[src/rtl/objseq_pkg.sv]
// Shared types and constants for the object line sequencer.
package objseq_pkg;

  localparam int XPOS_W         = 9;
  localparam int TILECODE_W     = 10;
  localparam int LINE_W         = 3;
  localparam int PAL_W          = 4;
  localparam int LB_ADDR_W      = 8;
  localparam int CHARRAM_ADDR_W = TILECODE_W + LINE_W;
  localparam int PIPE_DLY       = 4;
  localparam logic [2:0] DRAIN_CYCLES = 3'd4;

  typedef enum logic [2:0] {
    IDLE  = 3'd0,
    FETCH = 3'd1,
    LATCH = 3'd2,
    EMIT  = 3'd3,
    TAIL  = 3'd4,
    DRAIN = 3'd5
  } state_t;

  typedef struct packed {
    logic [XPOS_W-1:0]     xpos;
    logic [TILECODE_W-1:0] tilecode;
    logic [LINE_W-1:0]     line;
    logic [1:0]            width;
    logic                  hflip;
  } cmd_t;

  // Index of the final tile for a width code (1, 2, 4 or 8 tiles).
  function automatic logic [2:0] last_tile(input logic [1:0] width);
    return (3'd1 << width) - 3'd1;
  endfunction

endpackage

[src/rtl/objline_sequencer_if.sv]
// Command, CHARRAM, line-latch and line-buffer signals of the object line sequencer.
interface objline_sequencer_if;
  import objseq_pkg::*;

  logic                      cmd_valid;
  logic                      cmd_ready;
  logic [XPOS_W-1:0]         cmd_xpos;
  logic [PAL_W-1:0]          cmd_palette;
  logic [TILECODE_W-1:0]     cmd_tilecode;
  logic [LINE_W-1:0]         cmd_line;
  logic [1:0]                cmd_width;
  logic                      cmd_hflip;
  logic                      charram_req;
  logic [CHARRAM_ADDR_W-1:0] charram_addr;
  logic                      charram_ack;
  logic                      tilelinelatch_n;
  logic                      colorlatch_n;
  logic [2:0]                pixelsel;
  logic                      wrtime2;
  logic                      pixellatch_wait_n;
  logic                      xpos_d0;
  logic                      lb_wr;
  logic [LB_ADDR_W-1:0]      lb_addr;
  logic                      busy;

  modport master (
    output cmd_valid, cmd_xpos, cmd_palette, cmd_tilecode, cmd_line, cmd_width, cmd_hflip,
    output charram_ack,
    input  cmd_ready, charram_req, charram_addr, tilelinelatch_n, colorlatch_n, pixelsel,
    input  wrtime2, pixellatch_wait_n, xpos_d0, lb_wr, lb_addr, busy
  );

  modport slave (
    input  cmd_valid, cmd_xpos, cmd_palette, cmd_tilecode, cmd_line, cmd_width, cmd_hflip,
    input  charram_ack,
    output cmd_ready, charram_req, charram_addr, tilelinelatch_n, colorlatch_n, pixelsel,
    output wrtime2, pixellatch_wait_n, xpos_d0, lb_wr, lb_addr, busy
  );

endinterface

[src/rtl/objseq_dly4.sv]
// Clock-enable gated delay line matching the line latch's internal pipeline depth.
module objseq_dly4
  import objseq_pkg::*;
(
  input  logic                 clk,
  input  logic                 rst_n,
  input  logic                 ce,
  input  logic [LB_ADDR_W:0]   din,
  output logic [LB_ADDR_W:0]   dout
);

  logic [LB_ADDR_W:0] stage_r [PIPE_DLY];

  // Shift {write, address} one stage per enabled edge.
  always_ff @(posedge clk or negedge rst_n) begin
    if (!rst_n) begin
      for (int i = 0; i < PIPE_DLY; i++) stage_r[i] <= '0;
    end else if (ce) begin
      stage_r[0] <= din;
      for (int i = 1; i < PIPE_DLY; i++) stage_r[i] <= stage_r[i-1];
    end
  end

  assign dout = stage_r[PIPE_DLY-1];

endmodule

[src/rtl/objline_sequencer.sv]
// Sprite line sequencer: fetches tile lines and drives the line-latch / line-buffer bus.
// Optional feature macro OBJSEQ_HFLIP_EN enables horizontal flip of pixel and tile order.
module objline_sequencer
  import objseq_pkg::*;
(
  input  logic          i_EMU_MCLK,
  input  logic          i_EMU_RST_n,
  input  logic          i_EMU_CLK6MPCEN_n,
  objline_sequencer_if.slave bus
);

  logic   ce_s;
  state_t state_r, state_s;
  cmd_t   cmd_r, cmd_s;
  logic [2:0] tile_r, tile_s, drain_r, drain_s, last_s, tsel_s;
  logic [5:0] pix_r, pix_s;
  logic       ack_seen_r, ack_seen_s, accept_s, flip_s, xodd_s;
  logic [TILECODE_W-1:0] tcode_s;
  logic [LB_ADDR_W-1:0]  wr_addr_r, wr_addr_s;

  logic req_r, req_s, tl_n_r, tl_n_s, cl_n_r, cl_n_s, wrtime2_r, wrtime2_s;
  logic wait_n_r, wait_n_s, xpos_d0_r, xpos_d0_s, pre_wr_r, pre_wr_s;
  logic ready_r, ready_s, busy_r, busy_s;
  logic [2:0] pixsel_r, pixsel_s;
  logic [CHARRAM_ADDR_W-1:0] addr_r, addr_s;
  logic [LB_ADDR_W:0] dly_out_s;

  assign ce_s = ~i_EMU_CLK6MPCEN_n;

  // Next-state logic for the command FSM and its counters.
  always_comb begin
    state_s    = state_r;
    cmd_s      = cmd_r;
    tile_s     = tile_r;
    pix_s      = pix_r;
    drain_s    = drain_r;
    ack_seen_s = ack_seen_r;
    accept_s   = 1'b0;
    last_s     = last_tile(cmd_r.width);
    case (state_r)
      IDLE: begin
        if (bus.cmd_valid) begin
          accept_s   = 1'b1;
          cmd_s      = '{xpos: bus.cmd_xpos, tilecode: bus.cmd_tilecode, line: bus.cmd_line,
                         width: bus.cmd_width, hflip: bus.cmd_hflip};
          state_s    = FETCH;
          tile_s     = 3'd0;
          pix_s      = 6'd0;
          drain_s    = 3'd0;
          ack_seen_s = 1'b0;
        end else begin
          state_s = IDLE;
        end
      end
      FETCH: begin
        // The ACK may arrive while the previous tile is still draining; remember it.
        drain_s    = (drain_r != 3'd0) ? drain_r - 3'd1 : 3'd0;
        ack_seen_s = ack_seen_r | bus.charram_ack;
        if (ack_seen_s && (drain_r == 3'd0)) begin
          state_s    = LATCH;
          ack_seen_s = 1'b0;
        end else begin
          state_s = FETCH;
        end
      end
      LATCH: state_s = EMIT;
      EMIT: begin
        pix_s = pix_r + 6'd1;
        if (pix_r[2:0] == 3'd7) begin
          drain_s = DRAIN_CYCLES;
          if (tile_r == last_s) begin
            state_s = cmd_r.xpos[0] ? TAIL : DRAIN;
          end else begin
            state_s = FETCH;
            tile_s  = tile_r + 3'd1;
          end
        end else begin
          state_s = EMIT;
        end
      end
      TAIL: begin
        state_s = DRAIN;
        drain_s = DRAIN_CYCLES;
      end
      DRAIN: begin
        if (drain_r <= 3'd1) begin
          state_s = IDLE;
          drain_s = 3'd0;
        end else begin
          state_s = DRAIN;
          drain_s = drain_r - 3'd1;
        end
      end
      default: state_s = IDLE;
    endcase
  end

`ifdef OBJSEQ_HFLIP_EN
  assign flip_s = cmd_s.hflip;
`else
  assign flip_s = 1'b0;
`endif

  // Output decode from next-state values so every output leaves a register.
  always_comb begin
    xodd_s    = cmd_s.xpos[0];
    tsel_s    = flip_s ? (last_tile(cmd_s.width) - tile_s) : tile_s;
    tcode_s   = cmd_s.tilecode + {7'd0, tsel_s};
    req_s     = (state_s == FETCH);
    addr_s    = {tcode_s, cmd_s.line};
    tl_n_s    = ~(state_s == LATCH);
    cl_n_s    = ~accept_s;
    pixsel_s  = 3'd0;
    wrtime2_s = 1'b1;
    wait_n_s  = 1'b1;
    pre_wr_s  = 1'b0;
    case (state_s)
      EMIT: begin
        pixsel_s  = flip_s ? ~pix_s[2:0] : pix_s[2:0];
        wrtime2_s = xodd_s ^ pix_s[0];
        pre_wr_s  = xodd_s ^ pix_s[0];
        wait_n_s  = ~(xodd_s & (pix_s == 6'd0));
      end
      TAIL: begin
        wait_n_s = 1'b0;
        pre_wr_s = 1'b1;
      end
      default: begin
        pre_wr_s = 1'b0;
      end
    endcase
    xpos_d0_s = accept_s ? bus.cmd_xpos[0] : xpos_d0_r;
    wr_addr_s = accept_s ? bus.cmd_xpos[XPOS_W-1:1]
                         : (pre_wr_r ? wr_addr_r + 8'd1 : wr_addr_r);
    ready_s   = (state_s == IDLE);
    busy_s    = ~ready_s;
  end

  // State, counters and registered outputs; advance only on enabled edges.
  always_ff @(posedge i_EMU_MCLK or negedge i_EMU_RST_n) begin
    if (!i_EMU_RST_n) begin
      state_r    <= IDLE;
      cmd_r      <= '0;
      tile_r     <= 3'd0;
      pix_r      <= 6'd0;
      drain_r    <= 3'd0;
      ack_seen_r <= 1'b0;
      wr_addr_r  <= 8'd0;
      req_r      <= 1'b0;
      addr_r     <= 13'd0;
      tl_n_r     <= 1'b1;
      cl_n_r     <= 1'b1;
      pixsel_r   <= 3'd0;
      wrtime2_r  <= 1'b1;
      wait_n_r   <= 1'b1;
      xpos_d0_r  <= 1'b0;
      pre_wr_r   <= 1'b0;
      ready_r    <= 1'b1;
      busy_r     <= 1'b0;
    end else if (ce_s) begin
      state_r    <= state_s;
      cmd_r      <= cmd_s;
      tile_r     <= tile_s;
      pix_r      <= pix_s;
      drain_r    <= drain_s;
      ack_seen_r <= ack_seen_s;
      wr_addr_r  <= wr_addr_s;
      req_r      <= req_s;
      addr_r     <= addr_s;
      tl_n_r     <= tl_n_s;
      cl_n_r     <= cl_n_s;
      pixsel_r   <= pixsel_s;
      wrtime2_r  <= wrtime2_s;
      wait_n_r   <= wait_n_s;
      xpos_d0_r  <= xpos_d0_s;
      pre_wr_r   <= pre_wr_s;
      ready_r    <= ready_s;
      busy_r     <= busy_s;
    end
  end

  objseq_dly4 u_dly (
    .clk   (i_EMU_MCLK),
    .rst_n (i_EMU_RST_n),
    .ce    (ce_s),
    .din   ({pre_wr_r, wr_addr_r}),
    .dout  (dly_out_s)
  );

  assign bus.cmd_ready         = ready_r;
  assign bus.charram_req       = req_r;
  assign bus.charram_addr      = addr_r;
  assign bus.tilelinelatch_n   = tl_n_r;
  assign bus.colorlatch_n      = cl_n_r;
  assign bus.pixelsel          = pixsel_r;
  assign bus.wrtime2           = wrtime2_r;
  assign bus.pixellatch_wait_n = wait_n_r;
  assign bus.xpos_d0           = xpos_d0_r;
  assign bus.lb_wr             = dly_out_s[LB_ADDR_W];
  assign bus.lb_addr           = dly_out_s[LB_ADDR_W-1:0];
  assign bus.busy              = busy_r;

endmodule

[src/flat_wrapper.sv]
// flat-port wrapper written by rule: the top's interface ports become plain ports
module objline_sequencer_flat import objseq_pkg::*;
  (i_EMU_MCLK, i_EMU_RST_n, i_EMU_CLK6MPCEN_n, bus_cmd_valid, bus_cmd_xpos, bus_cmd_palette, bus_cmd_tilecode, bus_cmd_line, bus_cmd_width, bus_cmd_hflip, bus_charram_ack, bus_cmd_ready, bus_charram_req, bus_charram_addr, bus_tilelinelatch_n, bus_colorlatch_n, bus_pixelsel, bus_wrtime2, bus_pixellatch_wait_n, bus_xpos_d0, bus_lb_wr, bus_lb_addr, bus_busy);
  objline_sequencer_if bus_i ();
  input  logic i_EMU_MCLK;
  input  logic i_EMU_RST_n;
  input  logic i_EMU_CLK6MPCEN_n;
  input wire logic [$bits(bus_i.cmd_valid)-1:0] bus_cmd_valid;
  input wire logic [$bits(bus_i.cmd_xpos)-1:0] bus_cmd_xpos;
  input wire logic [$bits(bus_i.cmd_palette)-1:0] bus_cmd_palette;
  input wire logic [$bits(bus_i.cmd_tilecode)-1:0] bus_cmd_tilecode;
  input wire logic [$bits(bus_i.cmd_line)-1:0] bus_cmd_line;
  input wire logic [$bits(bus_i.cmd_width)-1:0] bus_cmd_width;
  input wire logic [$bits(bus_i.cmd_hflip)-1:0] bus_cmd_hflip;
  input wire logic [$bits(bus_i.charram_ack)-1:0] bus_charram_ack;
  output wire logic [$bits(bus_i.cmd_ready)-1:0] bus_cmd_ready;
  output wire logic [$bits(bus_i.charram_req)-1:0] bus_charram_req;
  output wire logic [$bits(bus_i.charram_addr)-1:0] bus_charram_addr;
  output wire logic [$bits(bus_i.tilelinelatch_n)-1:0] bus_tilelinelatch_n;
  output wire logic [$bits(bus_i.colorlatch_n)-1:0] bus_colorlatch_n;
  output wire logic [$bits(bus_i.pixelsel)-1:0] bus_pixelsel;
  output wire logic [$bits(bus_i.wrtime2)-1:0] bus_wrtime2;
  output wire logic [$bits(bus_i.pixellatch_wait_n)-1:0] bus_pixellatch_wait_n;
  output wire logic [$bits(bus_i.xpos_d0)-1:0] bus_xpos_d0;
  output wire logic [$bits(bus_i.lb_wr)-1:0] bus_lb_wr;
  output wire logic [$bits(bus_i.lb_addr)-1:0] bus_lb_addr;
  output wire logic [$bits(bus_i.busy)-1:0] bus_busy;
  assign bus_i.cmd_valid = bus_cmd_valid;
  assign bus_i.cmd_xpos = bus_cmd_xpos;
  assign bus_i.cmd_palette = bus_cmd_palette;
  assign bus_i.cmd_tilecode = bus_cmd_tilecode;
  assign bus_i.cmd_line = bus_cmd_line;
  assign bus_i.cmd_width = bus_cmd_width;
  assign bus_i.cmd_hflip = bus_cmd_hflip;
  assign bus_i.charram_ack = bus_charram_ack;
  assign bus_cmd_ready = bus_i.cmd_ready;
  assign bus_charram_req = bus_i.charram_req;
  assign bus_charram_addr = bus_i.charram_addr;
  assign bus_tilelinelatch_n = bus_i.tilelinelatch_n;
  assign bus_colorlatch_n = bus_i.colorlatch_n;
  assign bus_pixelsel = bus_i.pixelsel;
  assign bus_wrtime2 = bus_i.wrtime2;
  assign bus_pixellatch_wait_n = bus_i.pixellatch_wait_n;
  assign bus_xpos_d0 = bus_i.xpos_d0;
  assign bus_lb_wr = bus_i.lb_wr;
  assign bus_lb_addr = bus_i.lb_addr;
  assign bus_busy = bus_i.busy;
  objline_sequencer u_core (.i_EMU_MCLK(i_EMU_MCLK), .i_EMU_RST_n(i_EMU_RST_n), .i_EMU_CLK6MPCEN_n(i_EMU_CLK6MPCEN_n), .bus(bus_i));
endmodule
[config.mk]
export PLATFORM = sky130hd
export DESIGN_NAME = objline_sequencer_flat
export DESIGN_NICKNAME = d
export VERILOG_FILES = /design/src/rtl/objseq_pkg.sv /design/src/rtl/objline_sequencer_if.sv /design/src/rtl/objseq_dly4.sv /design/src/rtl/objline_sequencer.sv /design/src/flat_wrapper.sv
export SDC_FILE = /design/constraint.sdc
export NUM_CORES = 1
export LEC_CHECK = 0
export CAP_MARGIN = 15
export CORE_MARGIN = 4
export CORE_UTILIZATION = 40
export CTS_CLUSTER_DIAMETER = 120
export DETAILED_ROUTE_END_ITERATION = 6
export PLACE_DENSITY = 0.66
export SYNTH_ARGS = -nofsm -noshare
export SYNTH_HDL_FRONTEND = slang
export SYNTH_SLANG_ARGS = --single-unit
[constraint.sdc]
create_clock -name i_EMU_MCLK -period 3.6 [get_ports i_EMU_MCLK]
set_input_delay 0.36 -clock i_EMU_MCLK [delete_from_list [all_inputs] [get_ports i_EMU_MCLK]]
set_output_delay 0.36 -clock i_EMU_MCLK [all_outputs]
set_load 0.02 [all_outputs]
==> out/metrics.cfg <==
[route]
drc = 0
wire_per_inst_um = 15.1
ant_nets = 0
drt_wl_total_um = 10200
drt_iter0_markers = 178
via_count = 3565
vias_per_cell = 5.26
dr.pass1.iters = 4

[cells_and_area]
regArea_mm2 = 0.00246
postLayoutCellArea_mm2 = 0.00602
final_util_pct = 49.5
multiInputGateArea_mm2 = 0.00232
fin_cells = 678
layout_commonest_cell = dfrtp_1
mostFrequentLayoutCells = 93 x dfrtp_1, 59 x clkdlybuf4s50_1, 57 x mux2_2
final_nets = 549
drive_gt1_share_pct = 19.6
syn_to_final_growth_pct = 19.3
fill_cells = 1112
diodes = 0

[clocking]
cts_hold_buffers = 0
post_cts_resized = 0
clk_pin_slew_worst_paths_ns = 0.07
cts_max_level = 3
cts-root-buf = clkbuf_16
post_cts.repair.setup_buffers = 0
clock_sinks = 98
cts_made_buffers = 9
clk_path_buf_depth = 2
clock_latency_ns = 0.35
cts_tree = done

[sta]
finalHoldViolCount = 0
period_share_pct = 90.7
grt_setup_unrepaired = false
finClkSkew_ns = 0.00676
fin_crit_ns = 3.26
slew_violations = 0
setup_viol_count_final = 0
worst-slew-pin-transition_ns = 1.00
setup_tns_ns = 0
timing.fmax_ghz = 0.306
fin_hold_ws_ns = 0.0624
slew_headroom_pct = 33.0

[power_and_ir_drop]
p_per_area_mw_per_mm2 = 788
p_int_mw = 3.10
peakVddDrop_uv = 315
switching_share_pct = 34.7
comb_power_share_pct = 37.7
pwr-share-clk_pct = 21.5
p_leak_nw = 2.54
power.share.sequential_pct = 40.9
switchingPower_mw = 1.65

[synth]
synth_nets = 507
ys.flop_type = dfrtp_1
netlist_instances = 463
avgSynthCellArea_um2 = 10.9
yosysTopAreaCellShare_pct = 46.1
synthArstFlopShare_pct = 100
synth_top_cells_by_area = dfrtp_1 46%, mux2_2 13%, o21ai_0 3.5%
syn-cell-area_mm2 = 0.00505
synth_cell_type_count = 67
yosysTopAreaCell = dfrtp_1
ys_seq_elements = 98
synth-seq-area-share_pct = 48.7
synth-edff-count = 0
yosys_warnings = 0

[placement]
placed_cell_area_mm2 = 0.00571
port_buffers = 61
dp_cells = 662
gp_congestion = 0.875
hpwl_um = 7080

[setup_path]
r2r_start = u_core.tile_r[1]$_DFFE_PN0N_
crit_family = simple AND/OR/NAND/NOR gates
critPathLaunchType = flip-flop
cp.required_ns = 3.84
critPathKind = reg -> reg
cp_max_fo = 7
critPathCaptureType = flip-flop
rrSetupSlack_ns = 0.34
path_cells = or3_4 > o32ai_4 > nor3_2 > nor2_1 > mux2_2 > ha_1 > inv_1 > fa_1 > nor2b_2 > o211ai_1 > xnor2_1 > nor3_1 > a221oi_1
cp_slowest_cell = dfrtp_1
arrival_ns = 3.50
crit_buf_inv = 1
r2r-end = u_core.bus.charram_addr[11]$_DFFE_PN0N_
slowest_delay_ns = 0.45
reg2regPathDepth = 13

[global_routing]
grt_pass1_vias = 3612
grt_pass1_wl_um = 17400
grt_max_degree = 98
grt_overflow = 0
grtUsageTotal_pct = 14.8
antenna_found_initial = 0

[floorplanning]
die_h_um = 120
num_rows = 40
die-area_mm2 = 0.0145
core_area_mm2 = 0.0122
ios = 67
start_util_pct = 41.5
die_w_um = 120

[worst_hold_path]
hold_class = in -> async

[job]
maxCapViolations = 0

[run_status]
status = finished, final reports clean

[final cells by class]
class / instances / share of cell area, %
sequential: 98 / 40.8
tap: 168 / 3.49
clock buffer: 11 / 3.86
inverter: 15 / 0.935
timing repair buffer: 68 / 10.9
clock inverter: 5 / 1.35
multi-input combinational: 313 / 38.6
[cells in the mapped netlist, types with 3 or more instances]
library cell / number
xnor2_1: 6
mux2_2: 57
dfrtp_1: 93
buf_4: 15
ha_1: 9
and4_1: 4
xor2_1: 8
nand2_1: 38
o21bai_1: 3
o22ai_1: 4
o21ai_0: 35
clkbuf_1: 10
nand4_1: 4
o21ai_1: 3
nor3_1: 5
dfstp_2: 5
buf_1: 6
mux2i_1: 10
inv_1: 15
buf_2: 4
nand2b_1: 4
o22a_1: 3
a31oi_1: 4
o211ai_1: 6
nor2b_1: 6
a21oi_1: 20
nor2_1: 23
nand3_1: 10
[power groups by stage]
stage,Combinational [mW],Clock (mW),Sequential (mW)
after floorplan,1.26,0,1.94
after global placement,1.75,0,1.93
after detailed placement,1.80,0,1.96
after CTS,1.81,1.05,1.94
after global routing,1.97,1.10,2.02
final,1.79,1.02,1.94
[cell families after synthesis]
logic type,Yosys count,share of synthesized area (%)
mux,67,14.7
flops,98,48.7
compound gates,108,14.3
buf+inv,52,5.38
fa+ha+maj,10,2.63
xor+xnor,14,2.43
simple gates,114,11.9
[state kept, by name, indices dropped and copies added (netlist names)]
signal                        flops
u_core.u_dly.stage_r             27
u_core.cmd_r                     15
u_core.bus.charram_addr          11
u_core.u_dly.dout                 9
u_core.wr_addr_r                  8
u_core.pix_r                      6
u_core.bus.pixelsel               3
u_core.drain_r                    3
u_core.state_r                    3
u_core.tile_r                     3
u_core.ack_seen_r                 1
u_core.bus.busy                   1
u_core.bus.charram_req            1
u_core.bus.cmd_ready              1
u_core.bus.colorlatch_n           1
u_core.bus.pixellatch_wait_n      1
u_core.bus.tilelinelatch_n        1
u_core.bus.wrtime2                1
u_core.bus.xpos_d0                1
u_core.pre_wr_r                   1
[per-stage QoR]
step / setup WS, ns / total power, mW
floorplan: 0.653 / 3.20
global placement: 0.344 / 3.68
detailed placement: 0.258 / 3.76
CTS: 0.210 / 4.80
global route: 0.0319 / 5.09
finish: 0.335 / 4.74
[routing by layer]
layer	routed length, um	share of wire, %	track usage (%)	vias to the layer above
met4	174	1.7	5.74	0
met3	365	3.6	2.95	13
met1	4710	46	19.5	1750
met5	0	0	0	-
li1	-	-	-	1737
met2	4970	49	24.2	65
[worst max path at each step]
stage / start / endpoint / depth (start not counted)
final: u_core.tile_r[1]$_DFFE_PN0N_ / u_core.bus.charram_addr[11]$_DFFE_PN0N_ / 13
after global routing: u_core.tile_r[1]$_DFFE_PN0N_ / u_core.bus.charram_addr[11]$_DFFE_PN0N_ / 13
after CTS: u_core.tile_r[1]$_DFFE_PN0N_ / u_core.bus.charram_addr[11]$_DFFE_PN0N_ / 13
after detailed placement: u_core.tile_r[1]$_DFFE_PN0N_ / u_core.bus.charram_addr[11]$_DFFE_PN0N_ / 13
after global placement: bus_cmd_valid / u_core.bus.charram_addr[11]$_DFFE_PN0N_ / 13
after floorplan: u_core.tile_r[1]$_DFFE_PN0N_ / u_core.bus.charram_addr[11]$_DFFE_PN0N_ / 12
No activity file was read; power rests on OpenSTA's default activity.
